$ cat config.mk
export PLATFORM = sky130hd
export DESIGN_NAME = fib_seq_engine_flat
export DESIGN_NICKNAME = d
export VERILOG_FILES = /design/src/rtl/fib_seq_engine_if.sv /design/src/rtl/fib_seq_engine.sv /design/src/flat_wrapper.sv
export SDC_FILE = /design/constraint.sdc
export NUM_CORES = 1
export LEC_CHECK = 0
export ABC_AREA = 1
export BUFFER_PORTS_ARGS = -buffer_cell sky130_fd_sc_hd__clkbuf_2
export CAP_MARGIN = 25
export CORE_UTILIZATION = 45
export DETAILED_ROUTE_END_ITERATION = 8
export PLACE_DENSITY = 0.75
export SLEW_MARGIN = 20
export SYNTH_ARGS = -nofsm -noshare
export SYNTH_HDL_FRONTEND = slang
export SYNTH_SLANG_ARGS = --single-unit
export TNS_END_PERCENT = 30
$ cat constraint.sdc
create_clock -name clk -period 2.8 [get_ports clk]
set_input_delay 0.28 -clock clk [delete_from_list [all_inputs] [get_ports clk]]
set_output_delay 0.28 -clock clk [all_outputs]
set_load 0.02 [all_outputs]
$ cat src/rtl/fib_seq_engine_if.sv
// Handshake and result bus of the Fibonacci sequence engine.
// The engine attaches through the slave modport; the requester through master.
interface fib_seq_engine_if #(
    parameter int DATA_W = 16,
    parameter int IDX_W  = 6
);
    logic              start;
    logic [IDX_W-1:0]  n;
    logic              stream_mode;
    logic              abort;
    logic              busy;
    logic              term_valid;
    logic [DATA_W-1:0] term_data;
    logic [IDX_W-1:0]  term_idx;
    logic              done;
    logic [DATA_W-1:0] result;
    logic              ovf;

    modport master (
        output start, n, stream_mode, abort,
        input  busy, term_valid, term_data, term_idx, done, result, ovf
    );

    modport slave (
        input  start, n, stream_mode, abort,
        output busy, term_valid, term_data, term_idx, done, result, ovf
    );
endinterface

$ cat src/rtl/fib_seq_engine.sv
// Fibonacci sequence engine: returns F(n) mod 2^DATA_W with an exact overflow
// flag, optionally streaming every term F(0)..F(n) one per clock.
// The pair (a, b) always holds (F(k), F(k+1)); ovf_a/ovf_b are sticky flags
// telling whether the true value of each term has reached 2^DATA_W.
module fib_seq_engine #(
    parameter int DATA_W = 16,
    parameter int IDX_W  = 6
) (
    input  logic           clk,
    input  logic           rst,
    fib_seq_engine_if.slave bus
);

    typedef enum logic [1:0] {
        IDLE = 2'd0,
        RUN  = 2'd1,
        DONE = 2'd2
    } state_t;

    state_t            state_q, state_d;
    logic [DATA_W-1:0] a_q, a_d;
    logic [DATA_W-1:0] b_q, b_d;
    logic [IDX_W-1:0]  k_q, k_d;
    logic [IDX_W-1:0]  nl_q, nl_d;
    logic              mode_q, mode_d;
    logic              ovfa_q, ovfa_d;
    logic              ovfb_q, ovfb_d;
    logic [DATA_W-1:0] result_q, result_d;
    logic              ovf_q, ovf_d;
    logic              done_q, done_d;
    logic [DATA_W:0]   sum;

    // Register every piece of state; reset returns to an idle, zeroed engine.
    always_ff @(posedge clk) begin
        if (rst) begin
            state_q  <= IDLE;
            a_q      <= '0;
            b_q      <= '0;
            k_q      <= '0;
            nl_q     <= '0;
            mode_q   <= 1'b0;
            ovfa_q   <= 1'b0;
            ovfb_q   <= 1'b0;
            result_q <= '0;
            ovf_q    <= 1'b0;
            done_q   <= 1'b0;
        end else begin
            state_q  <= state_d;
            a_q      <= a_d;
            b_q      <= b_d;
            k_q      <= k_d;
            nl_q     <= nl_d;
            mode_q   <= mode_d;
            ovfa_q   <= ovfa_d;
            ovfb_q   <= ovfb_d;
            result_q <= result_d;
            ovf_q    <= ovf_d;
            done_q   <= done_d;
        end
    end

    // Next-state logic: latch on start, step the pair each RUN cycle, compare
    // k against n before stepping so the top index never wraps, abort first.
    always_comb begin
        state_d  = state_q;
        a_d      = a_q;
        b_d      = b_q;
        k_d      = k_q;
        nl_d     = nl_q;
        mode_d   = mode_q;
        ovfa_d   = ovfa_q;
        ovfb_d   = ovfb_q;
        result_d = result_q;
        ovf_d    = ovf_q;
        done_d   = 1'b0;
        sum      = {1'b0, a_q} + {1'b0, b_q};
        case (state_q)
            IDLE: begin
                if (bus.start) begin
                    nl_d    = bus.n;
                    mode_d  = bus.stream_mode;
                    a_d     = '0;
                    b_d     = {{(DATA_W-1){1'b0}}, 1'b1};
                    k_d     = '0;
                    ovfa_d  = 1'b0;
                    ovfb_d  = 1'b0;
                    state_d = RUN;
                end
            end
            RUN: begin
                if (bus.abort) begin
                    state_d = IDLE;
                end else if (k_q == nl_q) begin
                    result_d = a_q;
                    ovf_d    = ovfa_q;
                    done_d   = 1'b1;
                    state_d  = DONE;
                end else begin
                    a_d    = b_q;
                    b_d    = sum[DATA_W-1:0];
                    k_d    = k_q + 1'b1;
                    ovfa_d = ovfb_q;
                    ovfb_d = ovfa_q | ovfb_q | sum[DATA_W];
                end
            end
            DONE: begin
                state_d = IDLE;
            end
            default: begin
                state_d = IDLE;
            end
        endcase
    end

    assign bus.busy       = (state_q == RUN) || (state_q == DONE);
    assign bus.term_valid = (state_q == RUN) && mode_q;
    assign bus.term_data  = a_q;
    assign bus.term_idx   = k_q;
    assign bus.done       = done_q;
    assign bus.result     = result_q;
    assign bus.ovf        = ovf_q;

endmodule

$ cat src/flat_wrapper.sv
// flat-port wrapper written by rule: the top's interface ports become plain ports
module fib_seq_engine_flat 
#(
    parameter int DATA_W = 16,
    parameter int IDX_W  = 6
)
  (clk, rst, bus_start, bus_n, bus_stream_mode, bus_abort, bus_busy, bus_term_valid, bus_term_data, bus_term_idx, bus_done, bus_result, bus_ovf);
  fib_seq_engine_if #(.DATA_W(DATA_W), .IDX_W(IDX_W)) bus_i ();
  input  logic clk;
  input  logic rst;
  input wire logic [$bits(bus_i.start)-1:0] bus_start;
  input wire logic [$bits(bus_i.n)-1:0] bus_n;
  input wire logic [$bits(bus_i.stream_mode)-1:0] bus_stream_mode;
  input wire logic [$bits(bus_i.abort)-1:0] bus_abort;
  output wire logic [$bits(bus_i.busy)-1:0] bus_busy;
  output wire logic [$bits(bus_i.term_valid)-1:0] bus_term_valid;
  output wire logic [$bits(bus_i.term_data)-1:0] bus_term_data;
  output wire logic [$bits(bus_i.term_idx)-1:0] bus_term_idx;
  output wire logic [$bits(bus_i.done)-1:0] bus_done;
  output wire logic [$bits(bus_i.result)-1:0] bus_result;
  output wire logic [$bits(bus_i.ovf)-1:0] bus_ovf;
  assign bus_i.start = bus_start;
  assign bus_i.n = bus_n;
  assign bus_i.stream_mode = bus_stream_mode;
  assign bus_i.abort = bus_abort;
  assign bus_busy = bus_i.busy;
  assign bus_term_valid = bus_i.term_valid;
  assign bus_term_data = bus_i.term_data;
  assign bus_term_idx = bus_i.term_idx;
  assign bus_done = bus_i.done;
  assign bus_result = bus_i.result;
  assign bus_ovf = bus_i.ovf;
  fib_seq_engine #(.DATA_W(DATA_W), .IDX_W(IDX_W)) u_core (.clk(clk), .rst(rst), .bus(bus_i));
endmodule
* Yosys cells after proc, flatten, opt, wreduce, memory -nomap -nowiden
Index checks and enable logic that the tools add are counted.
W data, S select, Z words.
** Storage, ports and cells
- Register bits :: 67
- Memory bits (read-only) :: 0
- Memories kept :: 0
- Output and inout bits :: 42
- Input bits :: 11
- RAM bits :: 0
- Bits in latches :: 0
- Logic and storage cells :: 57
** Operators by class
- Bitwise gates (word level) :: 4
- Divide/modulo/power cells :: 0
- Order comparisons :: 0
- Eq/ne operators :: 7
- Muxes and demuxes :: 24
- Multiply operators :: 0
- Shift operators :: 0
- $add $sub $neg :: 2
- Reduce and logical (&&, ||, !) cells :: 9
** Operators by type and width (number)
- $mux W16 :: 6
- $pmux W16 S2 :: 2
- $mux W6 :: 3
- $add A16 B16 Y17 :: 1
- $pmux W6 S2 :: 1
- $add A6 B1 Y6 const B :: 1
- $eq A6 B6 Y1 :: 1
- $mux W1 :: 6
- $mux W2 :: 3
- $ne A2 B2 Y1 const B :: 3
- $pmux W1 S2 :: 2
- $pmux W2 S2 :: 1
- $reduce_and A2 Y1 :: 2
- $reduce_and A4 Y1 :: 1
- $ne A3 B2 Y1 const B :: 1
- $reduce_and A3 Y1 :: 1
- $reduce_or A3 Y1 :: 1
- $eq A2 B1 Y1 const B :: 1
- $eq A2 B2 Y1 const B :: 1
- $logic_not A2 Y1 :: 1
- $not A1 Y1 :: 2
- $or A1 B1 Y1 :: 2
- $reduce_bool A2 Y1 :: 1
- $logic_and A1 B1 Y1 :: 1
- $logic_or A1 B1 Y1 :: 1

* Longest topological paths before layout
- Depth after elaboration :: 5
- Depth in mapped cells :: 12
- Depth with buffers taken out :: 12

* Least setup slack after synthesis
No wires, ideal clock.
- Kind :: flip-flop to flip-flop
- From :: reg u_core.a_q[0], in the netlist u_core.bus.term_data[0]
- To :: reg u_core.ovfb_q
- Buffers on the path :: 0
- Arrival time :: 1.752 ns
- Slack :: 0.977 ns
- Stages on the path, launching flop included :: 13
- Period minus slack after synthesis :: 1.823 ns
- Cell sequence :: dfxtp_1 > ha_1 > inv_1 > fa_1 > inv_1 > nand3_1 > nand3_1 > nand2_1 > nand2_1 > nand2_1 > nand3_1 > nand2_1 > a21oi_1
** On the way
- Word-level cells in the longest chain between the ends :: 5
** RTL lines
- from (decl) :: RTL line fib_seq_engine.sv:21 : logic [DATA_W-1:0] a_q, a_d;
- from (signal assigned) :: RTL line fib_seq_engine.sv:37 : a_q <= '0;
- from (signal assigned) :: RTL line fib_seq_engine.sv:49 : a_q <= a_d;
- $add A16 B16 Y17 :: RTL line fib_seq_engine.sv:76 : sum = {1'b0, a_q} + {1'b0, b_q};
- $or A1 B1 Y1 :: RTL line fib_seq_engine.sv:103 : ovfb_d = ovfa_q | ovfb_q | sum[DATA_W];
- $mux W1 :: RTL line fib_seq_engine.sv:93 : end else if (k_q == nl_q) begin
- $mux W1 :: RTL line fib_seq_engine.sv:91 : if (bus.abort) begin
- $pmux W1 S2 :: RTL line fib_seq_engine.sv:77 : case (state_q)
- to (signal assigned) :: RTL line fib_seq_engine.sv:55 : ovfb_q <= ovfb_d;
- to (decl) :: RTL line fib_seq_engine.sv:27 : logic ovfb_q, ovfb_d;
Every way passes these cells. The select of a mux whose other input is x is not followed.
A chain may end at the register's enable or synchronous reset.

* Worst setup path after layout
- From :: reg u_core.state_q[1]
- To :: reg u_core.result_q[1], in the netlist u_core.bus.result[1]
** On the way
- Word-level cells in the longest chain between the ends :: 2
** RTL lines
- from (decl) :: RTL line fib_seq_engine.sv:20 : state_t state_q, state_d;
- from (signal assigned) :: RTL line fib_seq_engine.sv:48 : state_q <= state_d;
- $eq A2 B1 Y1 :: RTL line fib_seq_engine.sv:77
- $reduce_and A3 Y1 (no line)
- to (signal assigned) :: RTL line fib_seq_engine.sv:56 : result_q <= result_d;
- to (decl) :: RTL line fib_seq_engine.sv:28 : logic [DATA_W-1:0] result_q, result_d;
Every way passes these cells.

==> run_results.csv <==
group,metric,value,unit
routing,drc,0,
timing,timing.slew.headroom,37.9,%
power,power.density_cell_area,551,nW/um^2
finish,num-nets-final,681,
synthesis,ys_ff_latch,67,
clock_network,cts-root-buf,"clkbuf_8",
setup_path,critical_path_arrival,2.62,ns
setup_path,critical_path_peak_fanout,34,
job,maxcap_violations,0,
global_routing,pin_count_of_the_biggest_net_entering_global_routing,45,
clock_network,cts_resized,0,
timing,timing_max_transition_violations_final,0,
power,leakage,2.22,nW
setup_path,critPathSlowestCell,"inv_2",
global_routing,grt_overflow_total,0,
floorplan,design.portCount,53,
timing,setup_total_negative_slack,0,ns
clock_network,cts_tree,"yes",
synthesis,synth-seq-area-share,34.0,%
setup_path,required,3.08,ns
floorplan,dieArea,9150,um^2
timing,tightestPinTransition,0.930,ns
setup_path,rrSetupSlack,0.45,ns
global_routing,grt_antenna_before_repair,0,
power,vdd.ir_drop.worst,0.343,mV
timing,post-route-min-period,2.35,ns
clock_network,postCtsHoldBufs,0,
synthesis,synth.area.top_cells,"dfxtp_1 34%, nand2_1 18%, inv_1 8.0%",
synthesis,ys.warnings.count,0,
setup_path,critical_path.cell_chain,"inv_1 -> ha_1 -> inv_2 -> nor2_1 -> nand4_1 -> inv_2 -> o21ai_0 -> a21oi_1",
place,buffer_ports.inserted,52,
worst_hold_path,startpoint_of_the_tightest_hold_check_path,"bus_stream_mode",
synthesis,syn-num-nets,637,
timing,fin_worst_skew,0.0134,ns
floorplan,die_h,95.7,um
synthesis,synth_cells,606,
run_status,outcome,"finished clean",
clock_network,clock_sink_count,67,
timing,final-hold-violation-count,0,
worst_hold_path,worst_hold_path.endpoint,"u_core.mode_q$_SDFFE_PP0P_",
synthesis,yosysUniqueCellTypes,32,
clock_network,cts.htree.levels,3,
timing,fmax,426,MHz
worst_hold_path,min_delay_path_depth,3,
timing,whs,0.188,ns
setup_path,critPathKind,"flip-flop to flip-flop",
setup_path,timing.reg2reg.worst_path_depth,8,
setup_path,cp_common_cell,"inv_2",
timing,finalWorstSetupSlack,0.452,ns
global_routing,first_global_vias,3437,
routing,vias_after_detailed_routing,3770,
synthesis,syn_area_per_cell,6.51,um^2
global_routing,grt_first_pass_wirelength,16000,um
routing,drt-total-wl,9320,um
routing,dr.pass1.iters,5,
finish,layout.cells.most_common_list,"185 x nand2_1, 84 x inv_1, 67 x dfxtp_1",
routing,ant_nets,0,
global_routing,grt_util_all_layers,22.4,%
worst_hold_path,hold_path.class,"primary input to flip-flop",
timing,grt_setup_unrepaired,"false",
setup_path,critical-path-max-stage-delay,0.50,ns
floorplan,floorplan.initialDensity,47.3,%
finish,antennaDiodeCount,0,
floorplan,core_area,8340,um^2
clock_network,ctsLongestPathBuffers,2,
setup_path,worst_r2r_endpoint,"u_core.bus.result[1]$_SDFFE_PP0P_",
timing,setup_violations,0,
floorplan,die_w,95.7,um
place,gpl.final_weighted_congestion,0.900,
finish,layout.cells.most_common,"nand2_1",
routing,drt_via_density,4.96,
place,placedInstanceArea,4220,um^2
clock_network,cts.reportedPaths.clkPinSlew,0.08,ns
finish,area_delta_synth_final,11.5,%
place,place_worst_setup_slack,0.466,ns
synthesis,synth_top_cell_area_share,34.0,%
setup_path,end_kind,"flip-flop",
routing,detail_route.iter0.violations,172,
clock_network,cts_made_buffers,9,
synthesis,synth.cell_area,3950,um^2
power,totalPowerFinal,2.42,mW
timing,layout_worst_path_cycle_share,83.8,%
setup_path,rr_startpoint,"u_core.state_q[1]$_SDFFE_PP0P_",
synthesis,synth_area_leader_cell,"dfxtp_1",
routing,routed_wire_length_per_instance,12.3,um
finish,finish.instance_area,4400,um^2
clock_network,clk-insertion-delay-late,0.35,ns
clock_network,post-cts-setup-buffers,0,
place,hpwl,6640,um
floorplan,core.rowCount,33,
finish,final_layout_size_suffix_gt1_share,15.1,%
setup_path,start_kind,"flip-flop",
## worst max-delay path by stage
| stage | start | endpoint | slack [ns] | cells after the start |
|---|---|---|---|---|
| 4_1_cts | u_core.state_q[1]$_SDFFE_PP0P_ | u_core.bus.result[1]$_SDFFE_PP0P_ | 0.44 | 8 |
| 3_5_place_dp | u_core.state_q[1]$_SDFFE_PP0P_ | u_core.bus.result[1]$_SDFFE_PP0P_ | 0.47 | 8 |
| 5_1_grt | u_core.state_q[1]$_SDFFE_PP0P_ | u_core.bus.ovf$_SDFFE_PP0P_ | 0.19 | 8 |
| 6_report | u_core.state_q[1]$_SDFFE_PP0P_ | u_core.bus.result[1]$_SDFFE_PP0P_ | 0.45 | 8 |
| 2_1_floorplan | u_core.bus.term_data[0]$_SDFFE_PP0P_ | u_core.ovfb_q$_SDFFE_PP0P_ | 0.98 | 12 |
| 3_3_place_gp | u_core.state_q[1]$_SDFFE_PP0P_ | u_core.b_q[8]$_SDFFE_PP0P_ | 0.58 | 7 |
## critical path, delay by kind of cell, from the launching register on
| kind | cells | cell delay (ns) |
|---|---|---|
| fa+ha+maj | 1 | 0.47 |
| compound gates | 2 | 0.32 |
| buf+inv | 3 | 0.82 |
| simple gates | 2 | 0.34 |
| flops | 1 | 0.32 |
## kinds of logic (layout without fill, tap and decap cells)
group | count (synthesis) | after routing | synth area share [%]
xor gates and xnor gates | 5 | 5 | 1.11
AOI/OAI and AO/OA | 84 | 84 | 11.3
buffers and inverters | 110 | 159 | 12.0
DFF | 67 | 67 | 34.0
and+or+nand+nor | 320 | 320 | 35.1
adders and majority gates | 20 | 20 | 6.53
## per-stage QoR
| stage | instances | util [%] |
|---|---|---|
| 3_5_place_dp | 744 | 50.6 |
| 4_1_cts | 760 | 52.8 |
| 3_3_place_gp | 744 | 50.6 |
| 5_1_grt | 760 | 52.8 |
| 2_1_floorplan | 606 | - |
| 6_report | 760 | 52.8 |
## final cells by class
| type | instances | area, um^2 |
|---|---|---|
| repair buffers | 55 | 283 |
| well taps | 105 | 131 |
| fillers | 850 | 3940 |
| multi-input cells | 429 | 2130 |
| inverters | 88 | 330 |
| flip-flops and latches | 67 | 1340 |
| clock inverters | 5 | 53.8 |
| clock buffers | 11 | 131 |
## synthesized netlist by cell type (all sizes together)
cell type	instances
a21oi	57
xor2	4
or2	4
nand4	6
nor2	54
o21ai	27
nand3b	4
nand3	52
nor3	2
dfxtp	67
fa	1
nor3b	1
ha	19
nand2	194
xnor2	1
buf	12
clkbuf	10
and2	3
inv	88
## layer usage
metal	wire (um)	track usage, %	up-vias
li1	-	-	1996
met1	4690	30.2	1688
met2	4200	35.8	74
met3	324	3.35	12
met4	109	8.58	0
met5	0	0	-
## sequential cells by signal (all words and copies together), names as in the netlist
name                  flops
u_core.b_q               16
u_core.bus.result        16
u_core.bus.term_data     16
u_core.bus.term_idx       6
u_core.nl_q               6
u_core.state_q            2
u_core.bus.done           1
u_core.bus.ovf            1
u_core.mode_q             1
u_core.ovfa_q             1
u_core.ovfb_q             1
## power breakdown
part,switching [mW],internal (mW)
clock network,0.382,0.409
registers,0.0498,1.02
logic,0.381,0.185
total,0.813,1.61
(Power assumes the default switching activity.)
